[config.mk]
export PLATFORM = sky130hd
export DESIGN_NAME = gf256_inv_out_mul
export DESIGN_NICKNAME = d
export VERILOG_FILES = /design/src/rtl/gf256_inv_out_mul.sv
export SDC_FILE = /design/constraint.sdc
export NUM_CORES = 1
export LEC_CHECK = 0
export CORE_UTILIZATION = 50
export CTS_BUF_LIST = sky130_fd_sc_hd__clkbuf_16
export DETAILED_ROUTE_END_ITERATION = 16
export DONT_BUFFER_PORTS = 1
export PLACE_DENSITY = 0.68
export SYNTH_ARGS = -nofsm -noshare
export SYNTH_HDL_FRONTEND = slang
export SYNTH_SLANG_ARGS = --single-unit
[constraint.sdc]
create_clock -name CLK -period 1.72 [get_ports CLK]
set_clock_uncertainty 0.2 [all_clocks]
set_input_delay 0.344 -clock CLK [delete_from_list [all_inputs] [get_ports CLK]]
set_output_delay 0.344 -clock CLK [all_outputs]
set_load 0.02 [all_outputs]
[src/rtl/gf256_inv_out_mul.sv]
// Output-multiplication stage of a two-share masked GF(2^8) inverter: forms
// {d*al, d*ah} from the masked GF(2^4) inverse and the delayed input nibbles.
module gf256_inv_out_mul (
    input  logic       CLK,
    input  logic       RST,
    input  logic       in_valid,
    input  logic [3:0] ah0,
    input  logic [3:0] ah1,
    input  logic [3:0] al0,
    input  logic [3:0] al1,
    input  logic [3:0] d0,
    input  logic [3:0] d1,
    input  logic [3:0] rh,
    input  logic [3:0] rl,
    output logic [7:0] out0,
    output logic [7:0] out1,
    output logic       out_valid
);

    // GF(2^4) multiply in the polynomial basis of x^4 + x + 1, the same
    // basis the upstream inverter stage produces d in.
    function automatic logic [3:0] gf16_mul(input logic [3:0] a, input logic [3:0] b);
        logic [6:0] p;
        p = '0;
        for (int i = 0; i < 4; i++) begin
            for (int j = 0; j < 4; j++) begin
                p[i+j] = p[i+j] ^ (a[i] & b[j]);
            end
        end
        gf16_mul = {p[3] ^ p[6],
                    p[2] ^ p[5] ^ p[6],
                    p[1] ^ p[4] ^ p[5],
                    p[0] ^ p[4]};
    endfunction

    // Register set A: nibble shares delayed to line up with d
    logic [3:0] r_ahq0;
    logic [3:0] r_ahq1;
    logic [3:0] r_alq0;
    logic [3:0] r_alq1;
    logic       r_vq;

    always_ff @(posedge CLK) begin
        if (RST) begin
            r_ahq0 <= 4'h0;
            r_ahq1 <= 4'h0;
            r_alq0 <= 4'h0;
            r_alq1 <= 4'h0;
            r_vq   <= 1'b0;
        end else begin
            r_ahq0 <= ah0;
            r_ahq1 <= ah1;
            r_alq0 <= al0;
            r_alq1 <= al1;
            r_vq   <= in_valid;
        end
    end

    // Inner and cross-domain partial products; cross terms masked before the register
    logic [3:0] w_h00;
    logic [3:0] w_h01;
    logic [3:0] w_h10;
    logic [3:0] w_h11;
    logic [3:0] w_l00;
    logic [3:0] w_l01;
    logic [3:0] w_l10;
    logic [3:0] w_l11;

    assign w_h00 = gf16_mul(d0, r_alq0);
    assign w_h01 = gf16_mul(d0, r_alq1) ^ rh;
    assign w_h10 = gf16_mul(d1, r_alq0) ^ rh;
    assign w_h11 = gf16_mul(d1, r_alq1);
    assign w_l00 = gf16_mul(d0, r_ahq0);
    assign w_l01 = gf16_mul(d0, r_ahq1) ^ rl;
    assign w_l10 = gf16_mul(d1, r_ahq0) ^ rl;
    assign w_l11 = gf16_mul(d1, r_ahq1);

    // Register set B: every term held separately so no share domains merge
    (* keep = "true" *) logic [3:0] r_h00;
    (* keep = "true" *) logic [3:0] r_h01;
    (* keep = "true" *) logic [3:0] r_h10;
    (* keep = "true" *) logic [3:0] r_h11;
    (* keep = "true" *) logic [3:0] r_l00;
    (* keep = "true" *) logic [3:0] r_l01;
    (* keep = "true" *) logic [3:0] r_l10;
    (* keep = "true" *) logic [3:0] r_l11;
    logic                           r_out_valid;

    always_ff @(posedge CLK) begin
        if (RST) begin
            r_h00       <= 4'h0;
            r_h01       <= 4'h0;
            r_h10       <= 4'h0;
            r_h11       <= 4'h0;
            r_l00       <= 4'h0;
            r_l01       <= 4'h0;
            r_l10       <= 4'h0;
            r_l11       <= 4'h0;
            r_out_valid <= 1'b0;
        end else begin
            r_h00       <= w_h00;
            r_h01       <= w_h01;
            r_h10       <= w_h10;
            r_h11       <= w_h11;
            r_l00       <= w_l00;
            r_l01       <= w_l01;
            r_l10       <= w_l10;
            r_l11       <= w_l11;
            r_out_valid <= r_vq;
        end
    end

    // Compression: the rh/rl masks cancel only in out0 ^ out1
    assign out0      = {r_h00 ^ r_h01, r_l00 ^ r_l01};
    assign out1      = {r_h10 ^ r_h11, r_l10 ^ r_l11};
    assign out_valid = r_out_valid;

endmodule

==> out/results.md <==
| Quantity | Value |
| --- | --- |
| Status | completed |
| CTS tree | built |
| Flip-flop and latch count after synthesis | 50 |
| Count of antenna diodes in the layout | 0 |
| Clock-pin slew reported for the worst setup and hold paths after clock tree synthesis | 0.07 ns |
| Final routed wire length divided by cell count | 14.5 µm |
| Number of vias per cell | 5.05 |
| Total setup violations reported at the end of the flow | 0 |
| Sw Pwr | 0.964 mW |
| Root buf cell | clkbuf_16 |
| Post-Synthesis Cells | 386 |
| Start-to-end type of the worst setup path | register to register |
| RD Place Congestion | 0.802 |
| Post-layout power | 3.44 mW |
| Post-Synthesis Cell Area | 0.00358 mm² |
| Pwr per Cell Area | 860 mW/mm² |
| Fmax | 602 MHz |
| Endpoint class of the critical path | register |
| Post-CTS Setup Repair Bufs | 0 |
| Type of the tightest min-delay check | input port to register |
| Critical path required time | 1.75 ns |
| Width of the chip | 86.6 µm |
| Slowest cell on crit path | dfxtp_1 |
| Clock latency on the worst-skew pair | 0.29 ns |
| Via count of the first global-routing pass | 2408 |
| Global-route wire length before repair | 11700 µm |
| P_leak | 2.00 nW |
| Std-Cell Core Area | 0.00687 mm² |
| Port-buffer cells | 0 |
| Clk buf depth | 2 |
| Total number of placement rows | 30 |
| Count of yosys warnings during synthesis | 0 |
| Clk network pwr share | 32.9% |
| Longest individual stage delay on the worst path | 0.42 ns |
| Worst path arrival time | 1.69 ns |
| Synth top area cells | dfxtp_1 (28%), xnor3_1 (25%), nand2_1 (13%), xor2_1 (8.1%), xnor2_1 (7.8%) |
| Post-Route Utilization | 58.3% |
| Vias post-DR | 2487 |
| Unrepaired setup endpoints after global routing | false |
| ANT nets after route | 0 |
| Number of remaining DRC errors | 0 |
| Chip Height | 86.6 µm |
| Detailed placement HPWL | 4860 µm |
| Largest net degree at the start of global routing | 49 |
| Average size of a mapped cell | 9.26 µm² |
| First-pass iteration count of the detailed router | 5 |
| Sequential-to-total area share from yosys stat | 28.0% |
| Area growth from synthesis to layout | 12.0% |
| Syn_nets | 421 |
| Relative contribution of sequential cells to total power | 39.9% |
| Critical Path, Cell by Cell | nand2_1 > xnor3_1 > xnor3_1 > nor2_1 |
| Initial antenna violation count | 0 |
| Drt initial violations | 94 |
| Count of different cell masters after synthesis | 20 |
| Final routed wirelength across all metal layers | 7150 µm |
| Total Die Area | 0.00749 mm² |
| Period minus WS final | 1.66 ns |
| Fraction of layout instances using a drive strength above 1 | 11.4% |
| Worst VDD drop | 447 µV |
| Slew Limit Headroom | 64.6% |
| Number of nets in the layout | 430 |
| Most repeated library cell on the critical path | xnor3_1 |
| Most common cell after layout, fill and taps aside | nand2_1 |
| Nature of the critical path startpoint | register |
| Maximum fanout along the worst path | 5 |
| Number of fillers in the final layout | 585 |
| GR Overflow Total | 0 |
| Cell-internal power | 2.48 mW |
| Final-layout setup total negative slack | 0 ns |
| Yosys top cell area share | 28.0% |
| Max Cap Viol | 0 |
| Switching power as a share of total power | 28.0% |
| Final hold violation count | 0 |
| Global-route total usage across every layer | 20.8% |
| Slew Viols, Final | 0 |
| Number of I/O pins | 52 |
| Number of buffers inserted during clock tree synthesis | 5 |
| H-tree levels | 2 |
| Crit share post-route | 96.5% |
| Starting density of the core | 52.1% |
| Share of power burned in combinational logic | 27.2% |
| Least-Margin Pin Slew | 0.529 ns |
| Most frequent cells in the layout | nand2_1 (125), dfxtp_1 (43), xnor3_1 (39), xor2_1 (33) |
| Clk sinks | 50 |
| Most area-hungry cell type in the Yosys netlist | dfxtp_1 |
## layer usage
metal | vias to the layer above | routed length, µm | track usage, %
met1 | 1208 | 3260 | 27.1
met5 | - | 0 | 0
li1 | 1214 | - | -
met3 | 4 | 328 | 4.57
met2 | 61 | 3510 | 35.1
met4 | 0 | 49 | 5.61
## synth_stat cells
cell type	instances
clkbuf_2	2
and2b_1	1
buf_6	2
clkbuf_1	5
nor4bb_1	4
nor2b_1	22
mux2_2	5
xor2_1	33
buf_8	1
dfxtp_1	50
nor2_1	32
xnor3_1	39
buf_4	6
xnor2_2	1
a221oi_2	2
nand2_1	125
xnor2_1	32
and4bb_2	1
buf_2	20
a221oi_1	3
## stage by stage
stage	hold WS (ns)	setup slack, ns	instance area (µm²)	cells
2_1_floorplan	0.214	0.0520	3580	386
3_3_place_gp	0.222	0.0517	3630	466
3_5_place_dp	0.220	0.00699	3630	466
4_1_cts	0.00317	0.0245	3990	491
5_1_grt	0.0754	0.00130	4000	492
6_report	0.0674	0.0599	4000	492
## what timing repair did
action | 4_1_cts | 5_1_grt
hold buffers | 17 | 1
setup endpoints to repair | 1 | 12
hold endpoints to repair | 50 | 1
gates resized for setup | 1 | 6
## worst paths after layout
kind | startpoint | depth (start not counted) | slack [ns] | endpoint
setup / recovery | r_ahq1[1] | 4 | 0.06 | r_l11[1]
hold / removal | d1[0] | 3 | 0.07 | r_h11[0]
setup reg to reg | r_ahq1[1] | 4 | 0.06 | r_l11[1]
hold reg to reg | r_vq | 1 | 0.24 | out_valid
## worst max-delay path, delay by kind of cell (launching register included)
kind	cells	cell delay, ns
flops	1	0.42
xor+xnor	2	0.81
simple gates	2	0.17
## cells by family (layout without fill, tap and decap cells)
| family | after synthesis | after routing | share of synthesized area (%) |
|---|---|---|---|
| flip-flops | 50 | 50 | 28.0 |
| XOR/XNOR | 105 | 105 | 40.9 |
| AND/OR/NAND/NOR | 185 | 185 | 22.0 |
| buffers and inverters | 36 | 46 | 5.91 |
| AO/OA/AOI/OAI | 5 | 5 | 1.57 |
| multiplexers | 5 | 5 | 1.57 |
## power groups by stage
stage	logic (mW)	clock network (mW)	registers, mW
2_1_floorplan	0.861	0	1.36
3_3_place_gp	0.880	0	1.39
3_5_place_dp	0.892	0	1.40
4_1_cts	0.945	1.16	1.37
5_1_grt	1.01	1.21	1.39
6_report	0.937	1.13	1.37
## area by class of cell
type                            count  area (µm²)  area share, %
Clock buffer                        5         125           3.13
Clock inverter                      3        45.0           1.13
Multi-Input combinational cell    300        2360           59.0
Sequential cell                    50        1010           25.2
Tap cell                           96         120           3.00
Timing Repair Buffer               38         340           8.50
No activity file was read; power rests on OpenSTA's default activity.
